[config.mk]
export PLATFORM = sky130hd
export DESIGN_NAME = if_id_stage
export DESIGN_NICKNAME = d
export VERILOG_FILES = /design/src/rtl/if_id_stage_pkg.sv /design/src/rtl/if_id_stage_instr_field_slicer.sv /design/src/rtl/if_id_stage.sv
export SDC_FILE = /design/constraint.sdc
export NUM_CORES = 1
export LEC_CHECK = 0
export ABC_CLOCK_PERIOD_IN_PS = 4200
export CAP_MARGIN = 15
export CORE_ASPECT_RATIO = 2
export CORE_MARGIN = 3
export CORE_UTILIZATION = 48
export DETAILED_ROUTE_END_ITERATION = 7
export PLACE_DENSITY = 0.83
export SKIP_CTS_REPAIR_TIMING = 1
export SLEW_MARGIN = 5
export SYNTH_ARGS = -nofsm -noshare
export SYNTH_HDL_FRONTEND = slang
export SYNTH_SLANG_ARGS = --single-unit
[constraint.sdc]
create_clock -name clk -period 4.2 [get_ports clk]
set_input_delay 0.84 -clock clk [delete_from_list [all_inputs] [get_ports clk]]
set_output_delay 0.84 -clock clk [all_outputs]
set_load 0.01 [all_outputs]
[src/rtl/if_id_stage_pkg.sv]
// Shared definitions for the IF/ID stage: RV32I major opcodes, the NOP word,
// instruction field positions, buffer occupancy encoding and an opcode
// legality helper.
package if_id_stage_pkg;

  localparam int XLEN_DEF = 32;

  // addi x0, x0, 0
  localparam logic [31:0] NOP_INSTR_DEF = 32'h0000_0013;

  // RV32I major opcodes
  localparam logic [6:0] OPC_LUI      = 7'b0110111;
  localparam logic [6:0] OPC_AUIPC    = 7'b0010111;
  localparam logic [6:0] OPC_JAL      = 7'b1101111;
  localparam logic [6:0] OPC_JALR     = 7'b1100111;
  localparam logic [6:0] OPC_BRANCH   = 7'b1100011;
  localparam logic [6:0] OPC_LOAD     = 7'b0000011;
  localparam logic [6:0] OPC_STORE    = 7'b0100011;
  localparam logic [6:0] OPC_OP_IMM   = 7'b0010011;
  localparam logic [6:0] OPC_OP       = 7'b0110011;
  localparam logic [6:0] OPC_MISC_MEM = 7'b0001111;
  localparam logic [6:0] OPC_SYSTEM   = 7'b1110011;

  // Field bit positions (LSB of each field)
  localparam int OPCODE_LSB = 0;
  localparam int RD_LSB     = 7;
  localparam int FUNCT3_LSB = 12;
  localparam int RS1_LSB    = 15;
  localparam int RS2_LSB    = 20;
  localparam int FUNCT7_LSB = 25;

  // Occupancy of the 2-entry buffer as {head valid, skid valid}
  typedef enum logic [1:0] {
    OCC_EMPTY = 2'b00,
    OCC_BAD   = 2'b01,
    OCC_HEAD  = 2'b10,
    OCC_FULL  = 2'b11
  } occ_e;

  // True when opc is one of the RV32I major opcodes (implies opc[1:0]==2'b11)
  function automatic logic is_rv32i_opcode(input logic [6:0] opc);
    logic legal;
    case (opc)
      OPC_LUI, OPC_AUIPC, OPC_JAL, OPC_JALR, OPC_BRANCH, OPC_LOAD,
      OPC_STORE, OPC_OP_IMM, OPC_OP, OPC_MISC_MEM, OPC_SYSTEM: legal = 1'b1;
      default: legal = 1'b0;
    endcase
    return legal;
  endfunction

endpackage

[src/rtl/if_id_stage_instr_field_slicer.sv]
// Combinational instruction field slicer: splits an RV32I instruction into
// register indices, opcode/funct fields and raw immediate fields. Reusable by
// later pipeline stages; the immediate extender reorders/sign-extends.
module instr_field_slicer
  import if_id_stage_pkg::*;
(
  input  logic [31:0] instr_i,
  output logic [6:0]  opcode_o,
  output logic [4:0]  rd_o,
  output logic [4:0]  rs1_o,
  output logic [4:0]  rs2_o,
  output logic [2:0]  funct3_o,
  output logic [6:0]  funct7_o,
  output logic [11:0] iimm_o,
  output logic [11:0] simm_o,
  output logic [11:0] bimm_o,
  output logic [19:0] uimm_o,
  output logic [19:0] jimm_o
);

  assign opcode_o = instr_i[OPCODE_LSB +: 7];
  assign rd_o     = instr_i[RD_LSB     +: 5];
  assign funct3_o = instr_i[FUNCT3_LSB +: 3];
  assign rs1_o    = instr_i[RS1_LSB    +: 5];
  assign rs2_o    = instr_i[RS2_LSB    +: 5];
  assign funct7_o = instr_i[FUNCT7_LSB +: 7];

  assign iimm_o = instr_i[31:20];
  assign simm_o = {instr_i[31:25], instr_i[11:7]};
  assign bimm_o = {instr_i[31], instr_i[7], instr_i[30:25], instr_i[11:8]};
  assign uimm_o = instr_i[31:12];
  // Raw J-type bits; bit reordering happens in the extender.
  assign jimm_o = instr_i[31:12];

endmodule

[src/rtl/if_id_stage.sv]
// IF/ID pipeline stage: 2-entry skid buffer (head + skid) between fetch and
// decode with valid/ready handshake, flush and stall. Decode sees only head
// registers plus combinational field slicing.
// Optional: define IFID_ILLEGAL_CHK_EN to add the id_illegal output.
module if_id_stage
  import if_id_stage_pkg::*;
#(
  parameter int          XLEN      = XLEN_DEF,
  parameter logic [31:0] NOP_INSTR = NOP_INSTR_DEF
) (
  input  logic            clk,
  input  logic            rst,
  input  logic            if_valid,
  input  logic [XLEN-1:0] if_pc,
  input  logic [XLEN-1:0] if_instr,
  output logic            if_ready,
  input  logic            flush,
  input  logic            id_ready,
  output logic            id_valid,
  output logic [XLEN-1:0] id_pc,
  output logic [XLEN-1:0] id_instr,
  output logic [6:0]      id_opcode,
  output logic [4:0]      id_rd,
  output logic [4:0]      id_rs1,
  output logic [4:0]      id_rs2,
  output logic [2:0]      id_funct3,
  output logic [6:0]      id_funct7,
  output logic [11:0]     id_iimm,
  output logic [11:0]     id_simm,
  output logic [11:0]     id_bimm,
  output logic [19:0]     id_uimm,
  output logic [19:0]     id_jimm
`ifdef IFID_ILLEGAL_CHK_EN
  ,
  output logic            id_illegal
`endif
);

  logic            head_valid_q, head_valid_d;
  logic [XLEN-1:0] head_pc_q,    head_pc_d;
  logic [XLEN-1:0] head_instr_q, head_instr_d;
  logic            skid_valid_q, skid_valid_d;
  logic [XLEN-1:0] skid_pc_q,    skid_pc_d;
  logic [XLEN-1:0] skid_instr_q, skid_instr_d;
  logic            acc;
  logic            con;
  occ_e            occ;

  assign if_ready = ~skid_valid_q;
  assign acc      = if_valid & if_ready;
  assign con      = head_valid_q & id_ready;
  assign occ      = occ_e'({head_valid_q, skid_valid_q});

  // Next-state of head/skid: flush first, then per-occupancy handshake rules
  always_comb begin
    head_valid_d = head_valid_q;
    head_pc_d    = head_pc_q;
    head_instr_d = head_instr_q;
    skid_valid_d = skid_valid_q;
    skid_pc_d    = skid_pc_q;
    skid_instr_d = skid_instr_q;
    if (flush) begin
      // Drop both entries and the incoming offer; head PC is kept.
      head_valid_d = 1'b0;
      head_instr_d = NOP_INSTR;
      skid_valid_d = 1'b0;
    end else begin
      case (occ)
        OCC_EMPTY: begin
          if (acc) begin
            head_valid_d = 1'b1;
            head_pc_d    = if_pc;
            head_instr_d = if_instr;
          end else begin
            head_instr_d = NOP_INSTR;
          end
        end
        OCC_HEAD: begin
          if (con && acc) begin
            head_pc_d    = if_pc;
            head_instr_d = if_instr;
          end else if (con) begin
            head_valid_d = 1'b0;
            head_instr_d = NOP_INSTR;
          end else if (acc) begin
            skid_valid_d = 1'b1;
            skid_pc_d    = if_pc;
            skid_instr_d = if_instr;
          end else begin
            head_valid_d = head_valid_q;
          end
        end
        OCC_FULL: begin
          // if_ready is low here, so nothing new can arrive; skid drains first.
          if (con) begin
            head_pc_d    = skid_pc_q;
            head_instr_d = skid_instr_q;
            skid_valid_d = 1'b0;
          end else begin
            skid_valid_d = skid_valid_q;
          end
        end
        default: begin
          // Skid valid without head cannot happen; recover to empty.
          head_valid_d = 1'b0;
          head_instr_d = NOP_INSTR;
          skid_valid_d = 1'b0;
        end
      endcase
    end
  end

  // Head/skid registers with synchronous reset
  always_ff @(posedge clk) begin
    if (rst) begin
      head_valid_q <= 1'b0;
      head_pc_q    <= '0;
      head_instr_q <= NOP_INSTR;
      skid_valid_q <= 1'b0;
      skid_pc_q    <= '0;
      skid_instr_q <= NOP_INSTR;
    end else begin
      head_valid_q <= head_valid_d;
      head_pc_q    <= head_pc_d;
      head_instr_q <= head_instr_d;
      skid_valid_q <= skid_valid_d;
      skid_pc_q    <= skid_pc_d;
      skid_instr_q <= skid_instr_d;
    end
  end

  // An invalid head always holds NOP_INSTR, so the register drives decode directly.
  assign id_valid = head_valid_q;
  assign id_pc    = head_pc_q;
  assign id_instr = head_instr_q;

  instr_field_slicer u_slicer (
    .instr_i  (head_instr_q),
    .opcode_o (id_opcode),
    .rd_o     (id_rd),
    .rs1_o    (id_rs1),
    .rs2_o    (id_rs2),
    .funct3_o (id_funct3),
    .funct7_o (id_funct7),
    .iimm_o   (id_iimm),
    .simm_o   (id_simm),
    .bimm_o   (id_bimm),
    .uimm_o   (id_uimm),
    .jimm_o   (id_jimm)
  );

`ifdef IFID_ILLEGAL_CHK_EN
  logic illegal_q;

  // Illegal-opcode flag registered alongside the head entry it describes
  always_ff @(posedge clk) begin
    if (rst) begin
      illegal_q <= 1'b0;
    end else begin
      illegal_q <= head_valid_d & ~is_rv32i_opcode(head_instr_d[6:0]);
    end
  end

  assign id_illegal = illegal_q;
`else
  // Illegal-opcode check not built.
`endif

endmodule

==> results_tabular.tex <==
\begin{tabular}{lr}
\hline
Metric & Value \\
\hline
\multicolumn{2}{l}{\textbf{Status}} \\
\quad Result of the run & finished, final reports clean \\
\multicolumn{2}{l}{\textbf{Setup path}} \\
\quad Largest fanout on the critical path & 37 \\
\quad Startpoint type of the worst setup path & input pin \\
\quad Required time of the worst setup path & 4.45 ns \\
\quad Cells on worst reg2reg path & 3 \\
\quad Dominant delay contributor by cell family on the critical path & simple AND/OR/NAND/NOR gates \\
\quad End of the worst register-to-register path & id\_pc[25] \\
\quad Cell Chain, Critical Path & clkdlybuf4s50\_1, nand2b\_2, and4\_4, a311oi\_2 \\
\quad Setup CP Type & in -> reg \\
\quad Minimum setup slack among reg-to-reg paths & 2.09 ns \\
\quad Critical path buffer and inverter count & 1 \\
\quad Slowest cell on crit path & sky130\_fd\_sc\_hd\_\_and4\_4 \\
\quad CP Capture Type & flop \\
\quad Endpoint arrival time on the critical path & 2.98 ns \\
\quad Startpoint of the worst-slack reg-to-reg timing path & id\_valid \\
\quad CP max stage delay & 0.75 ns \\
\multicolumn{2}{l}{\textbf{Min path}} \\
\quad Worst min-delay path endpoint & skid\_pc\_q[15] \\
\quad Worst hold path startpoint & skid\_pc\_q[15] \\
\quad Hold/Removal Path Class & reg -> reg \\
\quad Min-Delay Path Depth & 2 \\
\multicolumn{2}{l}{\textbf{Drt}} \\
\quad Antenna violation net count after detailed routing & 0 \\
\quad Total DRC errors in the routed layout & 0 \\
\quad Number of vias per cell after detailed routing & 6.15 \\
\quad Vias after detailed routing & 6005 \\
\quad Number of DRC violations after detailed-routing iteration 0 & 438 \\
\quad Routed length per placed instance & 20.0 µm \\
\quad Drt total wl & 19.5 mm \\
\quad Drt pass-1 iters & 5 \\
\multicolumn{2}{l}{\textbf{Final layout}} \\
\quad Final nets & 880 \\
\quad Diode insertion count for antenna repair & 0 \\
\quad Most used cells in the layout excluding fill and tap cells & sky130\_fd\_sc\_hd\_\_clkdlybuf4s50\_1 (240), sky130\_fd\_sc\_hd\_\_dfxtp\_1 (130), sky130\_fd\_sc\_hd\_\_nand2\_1 (65) \\
\quad Layout cell share with drive strength beyond 1 & 10.8\% \\
\quad Area growth, synth to finish & 34.6\% \\
\quad Commonest non-fill, non-tap cell in the layout & sky130\_fd\_sc\_hd\_\_clkdlybuf4s50\_1 \\
\multicolumn{2}{l}{\textbf{Clock network}} \\
\quad Deepest level of the CTS H-tree & 4 \\
\quad CTS tree & yes \\
\quad Sinks on the clock net & 130 \\
\quad Clock Latency Late Sink & 0.41 ns \\
\quad Register clock-pin slew on the reported worst setup and hold paths & 0.06 ns \\
\quad CTS max path bufs & 2 \\
\quad Root buffer cell & sky130\_fd\_sc\_hd\_\_clkbuf\_16 \\
\quad Number of buffers inserted during clock tree synthesis & 17 \\
\multicolumn{2}{l}{\textbf{GRT}} \\
\quad First-pass GRT wire length & 30.2 mm \\
\quad Antenna violations before repair & 0 \\
\quad Total grt overflow & 0 \\
\quad Total track usage & 25.3\% \\
\quad Largest net degree at the start of global routing & 66 \\
\quad Vias in the first global route & 5864 \\
\multicolumn{2}{l}{\textbf{Logic synthesis}} \\
\quad Gate Count Post-Synth & 723 \\
\quad Number of warnings printed during yosys synthesis & 0 \\
\quad Post-Syn Area per Cell & 8.94 µm² \\
\quad Async set or reset register ratio after synthesis & 0\% \\
\quad Area share of the leading cell type in the synthesized netlist & 40.3\% \\
\quad Top area cells in the synthesized netlist & sky130\_fd\_sc\_hd\_\_dfxtp\_1 (40\%), sky130\_fd\_sc\_hd\_\_buf\_4 (13\%), sky130\_fd\_sc\_hd\_\_a311oi\_2 (7.0\%) \\
\quad Largest family of logic cells by synthesized area & compound AO/OA/AOI/OAI gates \\
\quad Post-synthesis sequential area ratio & 40.3\% \\
\quad Area of the mapped netlist & 6460 µm² \\
\quad Total of flip-flops plus latches after synthesis & 130 \\
\quad Compound-Gate Fraction of Synth Area & 30.9\% \\
\quad Synth Area in XOR/XNOR & 0\% \\
\quad Fraction of the mapped netlist area in simple logic gates & 10.0\% \\
\quad Number of enable-type register cells in the synthesized netlist & 0 \\
\quad Synth cell types & 32 \\
\quad Portion of netlist area occupied by mux cells & 0\% \\
\quad Synth Net Count & 792 \\
\quad Dominant register cell in the synthesized netlist & sky130\_fd\_sc\_hd\_\_dfxtp\_1 \\
\quad Adder and majority cell fraction of the synthesized area & 0\% \\
\quad Library cell with the largest summed area after synthesis & sky130\_fd\_sc\_hd\_\_dfxtp\_1 \\
\multicolumn{2}{l}{\textbf{Timing}} \\
\quad Maximum operating frequency & 366 MHz \\
\quad Unrepaired setup endpoints after global routing & false \\
\quad Worst-Margin Slew & 0.773 ns \\
\quad Hold violation count in the final report & 0 \\
\quad Total count of max-transition violations in the final report & 0 \\
\quad Clock skew & 0.00610 ns \\
\quad Max\_slew headroom & 48.5\% \\
\quad Final setup violation count & 0 \\
\quad Final-layout setup total negative slack & 0 ns \\
\quad Final worst-path cycle share & 65.1\% \\
\quad Tmin final & 2.74 ns \\
\multicolumn{2}{l}{\textbf{Power and ir drop}} \\
\quad Pwr Density & 384 nW/µm² \\
\quad Static Leak & 2.82 nW \\
\quad Total Power Consumption & 3.34 mW \\
\quad Peak supply drop & 0.290 mV \\
\multicolumn{2}{l}{\textbf{Run}} \\
\quad Max Cap Violations & 0 \\
\multicolumn{2}{l}{\textbf{Die}} \\
\quad Count of boundary I/O pins & 243 \\
\quad Die footprint & 15000 µm² \\
\quad Core Region & 13100 µm² \\
\quad Count of standard-cell rows & 59 \\
\quad Die span in y & 170 µm \\
\quad Die X-Extent & 88.1 µm \\
\quad Effective utilization at floorplan & 49.5\% \\
\multicolumn{2}{l}{\textbf{Placed design}} \\
\quad Input/output buffers & 242 \\
\quad GPL Wtd Cong & 0.775 \\
\quad Post-DP HPWL & 12.8 mm \\
\hline
\end{tabular}
==> power breakdown <==
group	switching [mW]	leakage, nW	internal, mW
registers	0.0320	1.06	1.27
clock network	0.545	0.319	1.09
logic	0.196	1.44	0.213
==> cell families after synthesis <==
family,after synthesis
AO/OA/AOI/OAI,260
AND/OR/NAND/NOR,141
buffers and inverters,192
flip-flops,130
==> synthesized netlist by cell type, types with 2 or more instances <==
master	instances
sky130_fd_sc_hd__buf_6	5
sky130_fd_sc_hd__dfxtp_1	130
sky130_fd_sc_hd__a311oi_1	2
sky130_fd_sc_hd__a2bb2oi_1	3
sky130_fd_sc_hd__buf_2	30
sky130_fd_sc_hd__nand2_1	65
sky130_fd_sc_hd__a311oi_2	30
sky130_fd_sc_hd__nand2b_1	2
sky130_fd_sc_hd__a32oi_1	29
sky130_fd_sc_hd__o21ai_0	62
sky130_fd_sc_hd__nand3_1	62
sky130_fd_sc_hd__a211o_1	3
sky130_fd_sc_hd__o2bb2ai_1	29
sky130_fd_sc_hd__o32ai_1	3
sky130_fd_sc_hd__buf_4	110
sky130_fd_sc_hd__and2_1	2
sky130_fd_sc_hd__clkbuf_1	39
sky130_fd_sc_hd__a41oi_1	32
sky130_fd_sc_hd__a21oi_1	61
sky130_fd_sc_hd__clkbuf_2	6
sky130_fd_sc_hd__nor2_1	3
sky130_fd_sc_hd__a21boi_0	5
==> metal layers <==
| metal | wire, µm | global-route usage [%] | part of all wire, % | vias to the layer above |
|---|---|---|---|---|
| met5 | 0 | 0 | 0 | - |
| met4 | 794 | 13.9 | 4.1 | 0 |
| met3 | 1230 | 4.65 | 6.3 | 48 |
| met2 | 10500 | 44.4 | 54 | 305 |
| met1 | 6950 | 28.1 | 36 | 2909 |
| li1 | - | - | - | 2743 |
==> cell type report <==
type / instances / area (µm²)
fillers: 1041 / 4360
repair buffers: 259 / 2580
clock buffers: 19 / 453
clock inverters: 13 / 206
multi-input cells: 401 / 2660
well taps: 152 / 190
inverters: 2 / 7.51
flip-flops and latches: 130 / 2600
==> stage by stage <==
step                      setup slack [ns]  hold WS, ns  util (%)  std cells  cell area (µm²)
after floorplan                       2.33        0.454         -        723             6460
after global placement                1.18        0.459      61.1        941             7980
after detailed placement              1.07        0.466      61.1        941             7980
after CTS                             1.48        0.475      66.1        973             8640
after global routing                  1.36        0.496      66.6        976             8700
final                                 1.46        0.477      66.6        976             8700
==> state kept, by name, indices dropped and copies added (netlist names) <==
signal and flops:
skid_pc_q 32, id_valid 1, id_instr 32, id_pc 32
skid_valid_q 1, skid_instr_q 32
==> how the worst max path moves through the flow <==
| stage | startpoint | endpoint | slack, ns | cells after the start |
|---|---|---|---|---|
| CTS | id_ready | id_pc[3] | 1.48 | 4 |
| finish | id_ready | id_pc[25] | 1.46 | 4 |
| detailed placement | id_ready | id_pc[3] | 1.07 | 4 |
| floorplan | if_valid | id_pc[0] | 2.33 | 6 |
| global route | id_ready | id_pc[17] | 1.36 | 4 |
| global placement | id_ready | id_pc[0] | 1.18 | 4 |
==> worst register-to-register path, stage by stage, from the launching register on <==
cell                       delay [ns]
sky130_fd_sc_hd__dfxtp_1         0.40
sky130_fd_sc_hd__nand2b_2        0.60
sky130_fd_sc_hd__and4_4          0.75
sky130_fd_sc_hd__a311oi_2        0.21
Note: power is estimated with default switching activity, not from simulation.
